[src/rtl/mul_sched_if.sv]
// mul_sched_if: requester-side and multiplier-side signals of the mul_sched
// round-robin multiplier scheduler. The slave modport is the scheduler's view.
interface mul_sched_if #(
    parameter int unsigned NREQ = 4
);
    // requester side
    logic [NREQ-1:0]   req;
    logic [NREQ*8-1:0] a_in;
    logic [NREQ*8-1:0] b_in;
    logic [NREQ-1:0]   gnt;
    logic [16:0]       res_o;
    logic [NREQ-1:0]   res_vld;
    logic              err_o;
    // multiplier side
    logic [7:0]        m_a;
    logic [7:0]        m_b;
    logic              m_start;
    logic              m_fin;
    logic [16:0]       m_o;

    modport slave (
        input  req, a_in, b_in, m_fin, m_o,
        output gnt, res_o, res_vld, err_o, m_a, m_b, m_start
    );

    modport master (
        output req, a_in, b_in, m_fin, m_o,
        input  gnt, res_o, res_vld, err_o, m_a, m_b, m_start
    );
endinterface

[src/rtl/mul_sched.sv]
// mul_sched: round-robin scheduler sharing one 8x8 sequential multiplier
// (start/fin handshake, 17-bit product) among NREQ requesters.
// Optional feature: define MUL_TIMEOUT_EN to abort a WAIT that sees no m_fin
// within TMO_CYC cycles (err_o pulse, zero result). Without it err_o stays 0.
module mul_sched #(
    parameter int unsigned NREQ    = 4,
    parameter int unsigned TMO_CYC = 12
) (
    input  logic       ck,
    input  logic       rstn,
    mul_sched_if.slave bus
);
    localparam int unsigned IW = (NREQ > 1) ? $clog2(NREQ) : 1;

    typedef enum logic [1:0] {
        ST_IDLE,
        ST_START,
        ST_WAIT,
        ST_DONE
    } state_t;

    state_t          state;
    state_t          state_nx;
    logic [IW-1:0]   rr;
    logic [IW-1:0]   rr_nx;
    logic [IW-1:0]   pick_idx;
    logic            pick_vld;
    logic [NREQ-1:0] pick_oh;
    logic [7:0]      pick_a;
    logic [7:0]      pick_b;
    logic            tmo_hit;
    logic            err_q;

    // state register
    always_ff @(posedge ck or negedge rstn) begin
        if (!rstn) state <= ST_IDLE;
        else       state <= state_nx;
    end

    // round-robin search: first set req at or after rr, wrapping to 0
    always_comb begin
        pick_vld = 1'b0;
        pick_idx = '0;
        for (int unsigned off = 0; off < NREQ; off++) begin
            if (!pick_vld && bus.req[IW'((32'(rr) + off) % NREQ)]) begin
                pick_vld = 1'b1;
                pick_idx = IW'((32'(rr) + off) % NREQ);
            end
        end
        pick_oh           = '0;
        pick_oh[pick_idx] = pick_vld;
        pick_a            = bus.a_in[8*pick_idx +: 8];
        pick_b            = bus.b_in[8*pick_idx +: 8];
        rr_nx             = (pick_idx == IW'(NREQ - 1)) ? '0 : pick_idx + 1'b1;
    end

    // next-state logic; m_fin only matters in WAIT, so stale fins are ignored
    always_comb begin
        state_nx = state;
        case (state)
            ST_IDLE:  if (pick_vld) state_nx = ST_START;
            ST_START: state_nx = ST_WAIT;
            ST_WAIT:  if (bus.m_fin || tmo_hit) state_nx = ST_DONE;
            ST_DONE:  state_nx = ST_IDLE;
            default:  state_nx = ST_IDLE;
        endcase
    end

    // registered outputs: capture in IDLE, one-cycle start, result in WAIT, clear in DONE
    always_ff @(posedge ck or negedge rstn) begin
        if (!rstn) begin
            bus.gnt     <= '0;
            bus.res_vld <= '0;
            bus.res_o   <= '0;
            bus.m_a     <= '0;
            bus.m_b     <= '0;
            bus.m_start <= 1'b0;
            err_q       <= 1'b0;
            rr          <= '0;
        end else begin
            case (state)
                ST_IDLE: begin
                    if (pick_vld) begin
                        bus.gnt     <= pick_oh;
                        bus.m_a     <= pick_a;
                        bus.m_b     <= pick_b;
                        bus.m_start <= 1'b1;
                        rr          <= rr_nx;
                    end
                end
                ST_START: begin
                    bus.m_start <= 1'b0;
                end
                ST_WAIT: begin
                    if (bus.m_fin) begin
                        bus.res_o   <= bus.m_o;
                        bus.res_vld <= bus.gnt;
                    end else if (tmo_hit) begin
                        bus.res_o   <= '0;
                        bus.res_vld <= bus.gnt;
                        err_q       <= 1'b1;
                    end
                end
                ST_DONE: begin
                    bus.res_vld <= '0;
                    bus.gnt     <= '0;
                    err_q       <= 1'b0;
                end
                default: ;
            endcase
        end
    end

    assign bus.err_o = err_q;

`ifdef MUL_TIMEOUT_EN
    localparam int unsigned TW = $clog2(TMO_CYC + 1);

    logic [TW-1:0] tmo_cnt;

    // WAIT cycle counter, cleared while in START so it starts at 0 on WAIT entry
    always_ff @(posedge ck or negedge rstn) begin
        if (!rstn)                              tmo_cnt <= '0;
        else if (state == ST_START)             tmo_cnt <= '0;
        else if (state == ST_WAIT && !tmo_hit)  tmo_cnt <= tmo_cnt + 1'b1;
    end

    // a fin arriving on the last allowed cycle still wins over the abort
    assign tmo_hit = (state == ST_WAIT) && !bus.m_fin && (tmo_cnt == TW'(TMO_CYC - 1));
`else
    assign tmo_hit = 1'b0;
`endif

endmodule

[src/flat_wrapper.sv]
// flat-port wrapper written by rule: the top's interface ports become plain ports
module mul_sched_flat 
#(
    parameter int unsigned NREQ    = 4,
    parameter int unsigned TMO_CYC = 12
)
  (ck, rstn, bus_req, bus_a_in, bus_b_in, bus_m_fin, bus_m_o, bus_gnt, bus_res_o, bus_res_vld, bus_err_o, bus_m_a, bus_m_b, bus_m_start);
  mul_sched_if #(.NREQ(NREQ)) bus_i ();
  input  logic ck;
  input  logic rstn;
  input wire logic [$bits(bus_i.req)-1:0] bus_req;
  input wire logic [$bits(bus_i.a_in)-1:0] bus_a_in;
  input wire logic [$bits(bus_i.b_in)-1:0] bus_b_in;
  input wire logic [$bits(bus_i.m_fin)-1:0] bus_m_fin;
  input wire logic [$bits(bus_i.m_o)-1:0] bus_m_o;
  output wire logic [$bits(bus_i.gnt)-1:0] bus_gnt;
  output wire logic [$bits(bus_i.res_o)-1:0] bus_res_o;
  output wire logic [$bits(bus_i.res_vld)-1:0] bus_res_vld;
  output wire logic [$bits(bus_i.err_o)-1:0] bus_err_o;
  output wire logic [$bits(bus_i.m_a)-1:0] bus_m_a;
  output wire logic [$bits(bus_i.m_b)-1:0] bus_m_b;
  output wire logic [$bits(bus_i.m_start)-1:0] bus_m_start;
  assign bus_i.req = bus_req;
  assign bus_i.a_in = bus_a_in;
  assign bus_i.b_in = bus_b_in;
  assign bus_i.m_fin = bus_m_fin;
  assign bus_i.m_o = bus_m_o;
  assign bus_gnt = bus_i.gnt;
  assign bus_res_o = bus_i.res_o;
  assign bus_res_vld = bus_i.res_vld;
  assign bus_err_o = bus_i.err_o;
  assign bus_m_a = bus_i.m_a;
  assign bus_m_b = bus_i.m_b;
  assign bus_m_start = bus_i.m_start;
  mul_sched #(.NREQ(NREQ), .TMO_CYC(TMO_CYC)) u_core (.ck(ck), .rstn(rstn), .bus(bus_i));
endmodule
[config.mk]
export PLATFORM = sky130hd
export DESIGN_NAME = mul_sched_flat
export DESIGN_NICKNAME = d
export VERILOG_FILES = /design/src/rtl/mul_sched_if.sv /design/src/rtl/mul_sched.sv /design/src/flat_wrapper.sv
export SDC_FILE = /design/constraint.sdc
export NUM_CORES = 1
export LEC_CHECK = 0
export ABC_AREA = 0
export BUFFER_PORTS_ARGS = -buffer_cell sky130_fd_sc_hd__buf_2
export CAP_MARGIN = 40
export CORE_ASPECT_RATIO = 0.8
export CORE_MARGIN = 2
export CORE_UTILIZATION = 45
export CTS_BUF_LIST = sky130_fd_sc_hd__clkbuf_16
export DETAILED_ROUTE_END_ITERATION = 10
export PLACE_DENSITY = 0.8
export SYNTH_ARGS = -nofsm -noshare
export SYNTH_HDL_FRONTEND = slang
export SYNTH_SLANG_ARGS = --single-unit
[constraint.sdc]
create_clock -name ck -period 2.49 [get_ports ck]
set_clock_uncertainty 0.05 [all_clocks]
set_input_delay 0.498 -clock ck [delete_from_list [all_inputs] [get_ports ck]]
set_output_delay 0.498 -clock ck [all_outputs]
set_load 0.02 [all_outputs]
* Word-level counts from Yosys, hierarchy flattened
Index checks and enable logic that the tools add are counted.
** Storage, ports and cells
- Bits in registers :: 46
- Word-level logic and storage cells :: 72
- Input port bits :: 88
- Output and inout port bits :: 43
** Cells by class
- Muxes and demuxes :: 28
- Add/sub/neg operators :: 4
- Equality and inequality tests :: 6
- Bitwise gates (word level) :: 1
- $lt $le $gt $ge :: 6
- Reduce and logical (&&, ||, !) cells :: 17
- Shift-type cells :: 2
** Operator list (count)
- $shiftx A32 B6 Y8 :: 2
- $pmux W4 S2 :: 2
- $lt A2 B3 Y1 const B :: 5
- $mux W2 :: 7
- $reduce_and A2 Y1 :: 6
- $mux W1 :: 10
- $bmux W1 S2 :: 4
- $mux W4 :: 2
- $pmux W2 S4 :: 1
- $eq A2 B2 Y1 const B :: 3
- $reduce_bool A2 Y1 :: 3
- $add A2 B1 Y2 const B :: 2
- $add A2 B2 Y2 const B :: 2
- $and A4 B4 Y4 :: 1
- $logic_and A1 B1 Y1 :: 4
- $logic_not A1 Y1 :: 3
- $demux W1 S2 :: 1
- $eq A2 B1 Y1 const B :: 1
- $ge A2 B1 Y1 const B :: 1
- $logic_not A2 Y1 :: 1
- $ne A2 B1 Y1 const B :: 1
- $ne A2 B2 Y1 const B :: 1
- $pmux W1 S2 :: 1

* Logic depth before layout (Yosys ltp)
Gate-level depths: netlist of the first run.
- Depth after elaboration :: 19
- Depth in mapped cells :: 9

* Worst setup path before layout of the first run
OpenSTA, ideal clock, no wires.
- Path kind :: in2reg
- Start point :: input port bus_req[1]
- End point :: register u_core.bus.gnt[3]
- Arrival time :: 1806 ps
- Path slack :: 513 ps
- Library setup time :: 121 ps
- Buffers on the path :: 1
- Required time :: 2319 ps
- Cell stages on the path :: 7
- Cells stage by stage :: mux2_2 > o221ai_4 > inv_2 > buf_4 > ha_1 > a22o_1 > a22o_1
** On the way
- Word-level cells in the longest chain between the ends :: 19
- Elaborated cells on any way between the ends :: 32
** RTL lines
- from (decl) :: RTL line flat_wrapper.sv:11 : input wire logic [$bits(bus_i.req)-1:0] bus_req;
- $bmux W1 S2 :: RTL line mul_sched.sv:45 : if (!pick_vld && bus.req[IW'((32'(rr) + off) % NREQ)]) begin
- $mux W1 (implied by the code) :: RTL line mul_sched.sv:45
- $mux W1 :: RTL line mul_sched.sv:45
- $logic_not A1 Y1 :: RTL line mul_sched.sv:45
- $logic_and A1 B1 Y1 :: RTL line mul_sched.sv:45
- $mux W1 :: RTL line mul_sched.sv:45
- $logic_not A1 Y1 :: RTL line mul_sched.sv:45
- $logic_and A1 B1 Y1 :: RTL line mul_sched.sv:45
- (+3 left out)
- $mux W2 :: RTL line mul_sched.sv:45
- $lt A2 B3 Y1 (implied by the code) or $ge A2 B1 Y1 (tied branches) :: RTL line mul_sched.sv:51 : pick_oh[pick_idx] = pick_vld;
- $logic_and A1 B1 Y1 (implied by the code) :: RTL line mul_sched.sv:51
- $mux W1 (implied by the code) :: RTL line mul_sched.sv:51
- $demux W1 S2
- $and A4 B4 Y4 (no source line)
- $mux W4 :: RTL line mul_sched.sv:83 : if (pick_vld) begin
- $pmux W4 S2 :: RTL line mul_sched.sv:81 : case (state)
- to (signal assigned) :: RTL line mul_sched.sv:84 : bus.gnt <= pick_oh;
- to (decl) :: RTL line mul_sched_if.sv:23 : output gnt, res_o, res_vld, err_o, m_a, m_b, m_start
Parallel ways exist; a longest one is shown, timed or not. The select of a mux whose other input is x is not followed.
A chain may end at the register's enable or synchronous reset.

* Final worst setup path of the first run
- Start point :: register u_core.rr[1]
- End point :: register u_core.bus.m_b[2]
** On the way
- Word-level cells in the longest chain between the ends :: 13
- Elaborated cells on any way between the ends :: 27
** RTL lines
- from (decl) :: RTL line mul_sched.sv:24 : logic [IW-1:0] rr;
- from (signal assigned) :: RTL line mul_sched.sv:88 : rr <= rr_nx;
- branches (longest 13 deep; another with $add A2 B1 Y2)
- to (signal assigned) :: RTL line mul_sched.sv:86 : bus.m_b <= pick_b;
- to (decl) :: RTL line mul_sched_if.sv:23
Several ways; the timed one is not identified. The select of a mux whose other input is x is not followed.

==> results of run 1 <==
-- power by group through the flow --
stage               registers, W  clock network, W  logic (W)
global placement         0.00134                 0    0.00218
detailed placement       0.00136                 0    0.00223
CTS                      0.00135          0.000746    0.00224
global route             0.00140          0.000779    0.00243
finish                   0.00135          0.000733    0.00222
floorplan                0.00175                 0    0.00120
-- metal layers --
layer	share of wire, %	routed length [um]	vias to the layer above	track usage (%)
met3	5.7	357	12	4.20
met1	45	2790	1107	26.2
met2	49	3050	93	32.4
li1	-	-	1183	-
met5	0	0	-	0
met4	1.2	73	0	4.96
-- worst max path at each step --
stage	from	end	slack (ns)
after CTS	u_core.rr[1]	u_core.bus.m_b[2]	0.36
final	u_core.rr[1]	u_core.bus.m_b[2]	0.35
after floorplan	bus_req[1]	u_core.bus.gnt[3]	0.51
after detailed placement	bus_req[1]	u_core.bus.m_b[2]	0.27
after global placement	bus_req[1]	u_core.bus.m_b[0]	0.31
after global routing	u_core.rr[1]	u_core.bus.m_a[7]	0.22
-- metrics by stage --
stage                     setup slack (ns)  hold WS [ns]
final                                0.347        0.0244
after floorplan                      0.513         0.152
after global routing                 0.215        0.0278
after global placement               0.312         0.315
after CTS                            0.360        0.0258
after detailed placement             0.265         0.317
-- critical path: stages (launching register included) --
cell and delay (ns):
dfrtp_1 0.46, mux2_2 0.40, o221ai_4 0.37, inv_2 0.10, buf_4 0.25, nand2_1 0.10
nand4_1 0.12, o221a_2 0.16
-- cells by family after synthesis --
logic type | Yosys count | synth area share (%)
multiplexers | 20 | 8.86
AO/OA/AOI/OAI | 45 | 15.7
AND/OR/NAND/NOR | 123 | 21.4
flip-flops | 46 | 45.5
adder cells (fa/ha/maj) | 6 | 2.97
other | 1 | 0.148
buffers and inverters | 27 | 5.35
-- layout make-up --
type,count,area share [%]
inverters,7,0.777
clock buffers,5,3.70
multi-input cells,195,36.8
flip-flops and latches,46,34.0
repair buffers,136,20.6
clock inverters,3,1.22
well taps,78,2.88
-- registers in the layout (all words and copies together), names as in the netlist --
signal / flops
u_core.bus.res_vld: 4
u_core.state: 2
u_core.bus.m_start: 1
u_core.bus.gnt: 4
u_core.bus.m_b: 8
u_core.bus.m_a: 8
u_core.rr: 2
u_core.bus.res_o: 17
-- Yosys cell counts, types with 2 or more instances --
cell type	n	area, um^2
o21ai_0	9	45.0
a22o_1	4	35.0
o221a_2	3	33.8
nand2b_1	2	12.5
nor2_1	4	15.0
a21oi_1	3	15.0
buf_6	2	22.5
clkbuf_1	6	22.5
nand4_1	16	100
a31oi_1	4	25.0
o221a_1	13	146
inv_1	6	22.5
nor2b_1	7	43.8
dfrtp_1	46	1150
nand2_1	91	342
mux2_2	19	214
ha_1	6	75.1
buf_4	2	15.0
buf_2	9	45.0
==> flow_summary.ini, run 1 <==
[setup_path]
ff2ff_setup_slack_ns = 0.35
worstSetupStartpointType = flip-flop
worstReg2RegEnd = u_core.bus.m_b[2]
crit_arrival_ns = 2.25
r2r_cells = 7
cp_max_fo = 32
end_kind = flip-flop
critPathKind = flip-flop to flip-flop
worst-endpoint-required_ns = 2.60
r2r_start = u_core.rr[1]

[timing]
period_minus_slack_ns = 2.14
hold_viol = 0
rsz0062_at_grt = false
final.setup.tns_ns = 0
drv_slew = 0
tightest_slew_ns = 0.661
slew_headroom_pct = 55.9
fmax_mhz = 467
timing.final.crit_share_pct = 86.1
setup_viol = 0

[logic_synthesis]
synthesis.area_um2 = 2530
synth_edf_count = 0
ys_types = 35
synth-async-reset-ratio_pct = 100
ys_seq_elements = 46
syn_inst = 268
synth_warnings = 0
yosys_most_used_dff = dfrtp_1
syn_nets = 362
yosysSeqAreaShare_pct = 45.5
avgSynthCellArea_um2 = 9.43

[pwr]
clkPwrFrac_pct = 17.0
power_switching_w = 0.00180
p_leak_nw = 1.72
peakVddDrop_uv = 484
internal_power_w = 0.00250
total_power_w = 0.00430
pwr-share-comb_pct = 51.5
p_sw_share_pct = 41.8
power.density_nw_per_um2 = 1270
power_frac_seq_pct = 31.4

[floorplan]
num_rows = 24
io_pins = 131
die-area_um2 = 6240
initial_utilization_pct = 46.5
die_h_um = 71.0
die_x_um = 87.8
core-area_um2 = 5440

[clock_tree]
clkSinkCount = 46
ctsHtreeMaxLevel = 2
clockBufferDepth = 2
clkSlewWorstSetupHoldPaths_ns = 0.06
cts_hold_buf = 0
ctsRootBufferMaster = clkbuf_16
clk_latency_ns = 0.28
cts_tree = done
cts_resized = 0
cts_setup_buffers = 0
numCtsBuffers = 5

[detailed_routing]
wl_um = 6280
drtPass1Iterations = 4
vias_per_cell = 5.10
via_count = 2395
antenna_left = 0
drc = 0
drt-initial-drc-count = 131
wl_per_cell_um = 13.4

[final_layout]
finalCoreUtilization_pct = 62.2
layout.area.seq_um2 = 1150
final_common_cell = buf_2
n_antenna_cell = 0
final_area_um2 = 3380
finalNonFillerCells = 470
area_growth_syn_to_layout_pct = 33.9
multi_input_area_um2 = 1240
fill_cells = 457
final_cell_mix = buf_2, nand2_1, dfrtp_1
drive_gt1_share_pct = 43.4
nets = 485

[place]
dp.cells = 462
port_buffers = 129
placed_cell_area_um2 = 3220
gp_congestion = 0.887
place_hpwl_um = 4700

[status]
status = completed

[grt]
first_global_vias = 2123
grt_pass1_wl_um = 9810
grt_antenna_before_repair = 0
grt.total_usage_pct = 19.6
grt_max_degree = 36
grt-ovfl-total = 0

[flow_run]
drv_cap = 0

[hold_path]
min_path_type = primary input to asynchronous set/reset pin
No activity file was read; power rests on OpenSTA's default activity.
==> inputs of run 2 (changes only) <==
- PLACE_DENSITY: 0.8 -> unset
- PLACE_DENSITY_LB_ADDON: unset -> 0.25
==> flow_summary.ini, run 2 (same netlist as run 1, synthesis figures left out) <==
[grt]
grt-ovfl-total = 0
grt_pass1_wl_um = 9740
grt_antenna_before_repair = 0
first_global_vias = 2127
grt_max_degree = 34
grt.total_usage_pct = 19.9

[pwr]
peakVddDrop_uv = 548
power.density_nw_per_um2 = 1280
total_power_w = 0.00433
p_leak_nw = 1.72

[setup_path]
worstSetupStartpointType = flip-flop
critPathSlowestCell = dfrtp_1
cp-startpoint = u_core.state[1]
critPathKind = flip-flop to flip-flop
ff2ff_setup_slack_ns = 0.46
worst-endpoint-required_ns = 2.61
crit_arrival_ns = 2.15
r2r_start = u_core.state[1]
critPathMaxStageDelay_ns = 0.40
end_kind = flip-flop
cp_max_fo = 16
crit_chain = inv_1 > ha_1 > nor2b_2 > nand2b_1 > o221a_2

[timing]
fmax_mhz = 492
tightest_slew_ns = 0.674
setup_viol = 0
slew_headroom_pct = 55.0
final.setup.tns_ns = 0
hold_viol = 0
timing.final.crit_share_pct = 81.6
drv_slew = 0
rsz0062_at_grt = false
period_minus_slack_ns = 2.03

[detailed_routing]
antenna_left = 0
top_layer_used = met4
wl_met3_um = 461
wl_met1_um = 2780
drc = 0
wl_um = 6150
via_count = 2338
drtPass1Iterations = 4
drt-initial-drc-count = 64
vias_per_cell = 4.96
wl_per_cell_um = 13.0
wl_met2_um = 2810

[final_layout]
reg.largest.list = u_core.bus.res_o (17), u_core.bus.m_a (8), u_core.bus.m_b (8)
regMostFlops = u_core.bus.res_o
n_antenna_cell = 0
final_cell_mix = buf_2, nand2_1, dfrtp_1
nets = 486
fill_cells = 477
final_common_cell = buf_2
largest_reg_flops = 17
multi_input_area_um2 = 1240
drive_gt1_share_pct = 43.8
area_growth_syn_to_layout_pct = 34.3
layout.area.seq_um2 = 1150

[hold_path]
min_path_type = primary input to asynchronous set/reset pin

[clock_tree]
cts_resized = 0
cts_tree = done
clockBufferDepth = 2
clkSlewWorstSetupHoldPaths_ns = 0.07
ctsRootBufferMaster = clkbuf_16
cts_setup_buffers = 0
ctsHtreeMaxLevel = 2
clkSinkCount = 46
clk_latency_ns = 0.28
numCtsBuffers = 5
cts_hold_buf = 0

[floorplan]
die-area_um2 = 6240
core-area_um2 = 5440
initial_utilization_pct = 46.5
die_h_um = 71.0
die_x_um = 87.8
num_rows = 24
io_pins = 131

[status]
status = completed

[place]
place_hpwl_um = 4730
port_buffers = 129
gp_congestion = 0.793

[flow_run]
drv_cap = 0
==> run 2: cell count changes in the layout (fill, tap and decap cells not counted) <==
cell | before | now
buf_4 | 7 | 8
clkinvlp_4 | 1 | 2
inv_1 | 7 | 6
==> run 2: area by class of cell <==
cell class	count	area share [%]
Multi-Input combinational cell	195	36.6
Sequential cell	46	33.9
Timing Repair Buffer	137	20.8
Clock buffer	5	3.69
Tap cell	78	2.88
Clock inverter	3	1.33
Inverter	7	0.774
==> run 2: per-layer routing <==
layer	GRT usage (%)	vias up
met5	0	-
met4	5.47	0
met3	4.78	11
met2	33.5	100
met1	25.7	1040
li1	-	1187
==> run 2: path summary, 6_finish.rpt <==
check / endpoint / cells past startpoint
max in group asynchronous: u_core.bus.res_o[0] / 2
worst min register to register: u_core.bus.res_vld[3] / 2
worst max register to register: u_core.bus.m_b[0] / 5
worst min-delay path: u_core.rr[0] / 1
min in group ck: u_core.bus.res_o[15] / 2
worst max-delay path: u_core.bus.m_b[0] / 5
==> run 2: power by group <==
| group | total, W | leakage [nW] | switching (W) | internal [W] |
|---|---|---|---|---|
| registers | 0.00135 | 0.547 | 0.000228 | 0.00112 |
| logic | 0.00223 | 1.09 | 0.00130 | 0.000930 |
| clock network | 0.000743 | 0.0760 | 0.000270 | 0.000473 |
| total | 0.00433 | 1.72 | 0.00180 | 0.00253 |
==> run 2: worst max-delay path: cells and delay by family (launching register included) <==
kind	cells	cell delay [ns]
AND/OR/NAND/NOR	2	0.59
adder cells (fa/ha/maj)	1	0.35
buffers and inverters	1	0.13
flip-flops	1	0.40
AO/OA/AOI/OAI	1	0.38
==> run 2: through the flow <==
step           util (%)  area, um^2  setup slack (ns)  hold WS (ns)  std cells
6_report           62.5        3390             0.458        0.0825        471
5_1_grt            62.5        3390             0.303         0.105        471
4_1_cts            62.5        3390             0.433        0.0939        471
3_5_place_dp       59.3        3220             0.390         0.406        463
3_3_place_gp       59.3        3220             0.440         0.394        463
2_1_floorplan         -        2530             0.513         0.152        268
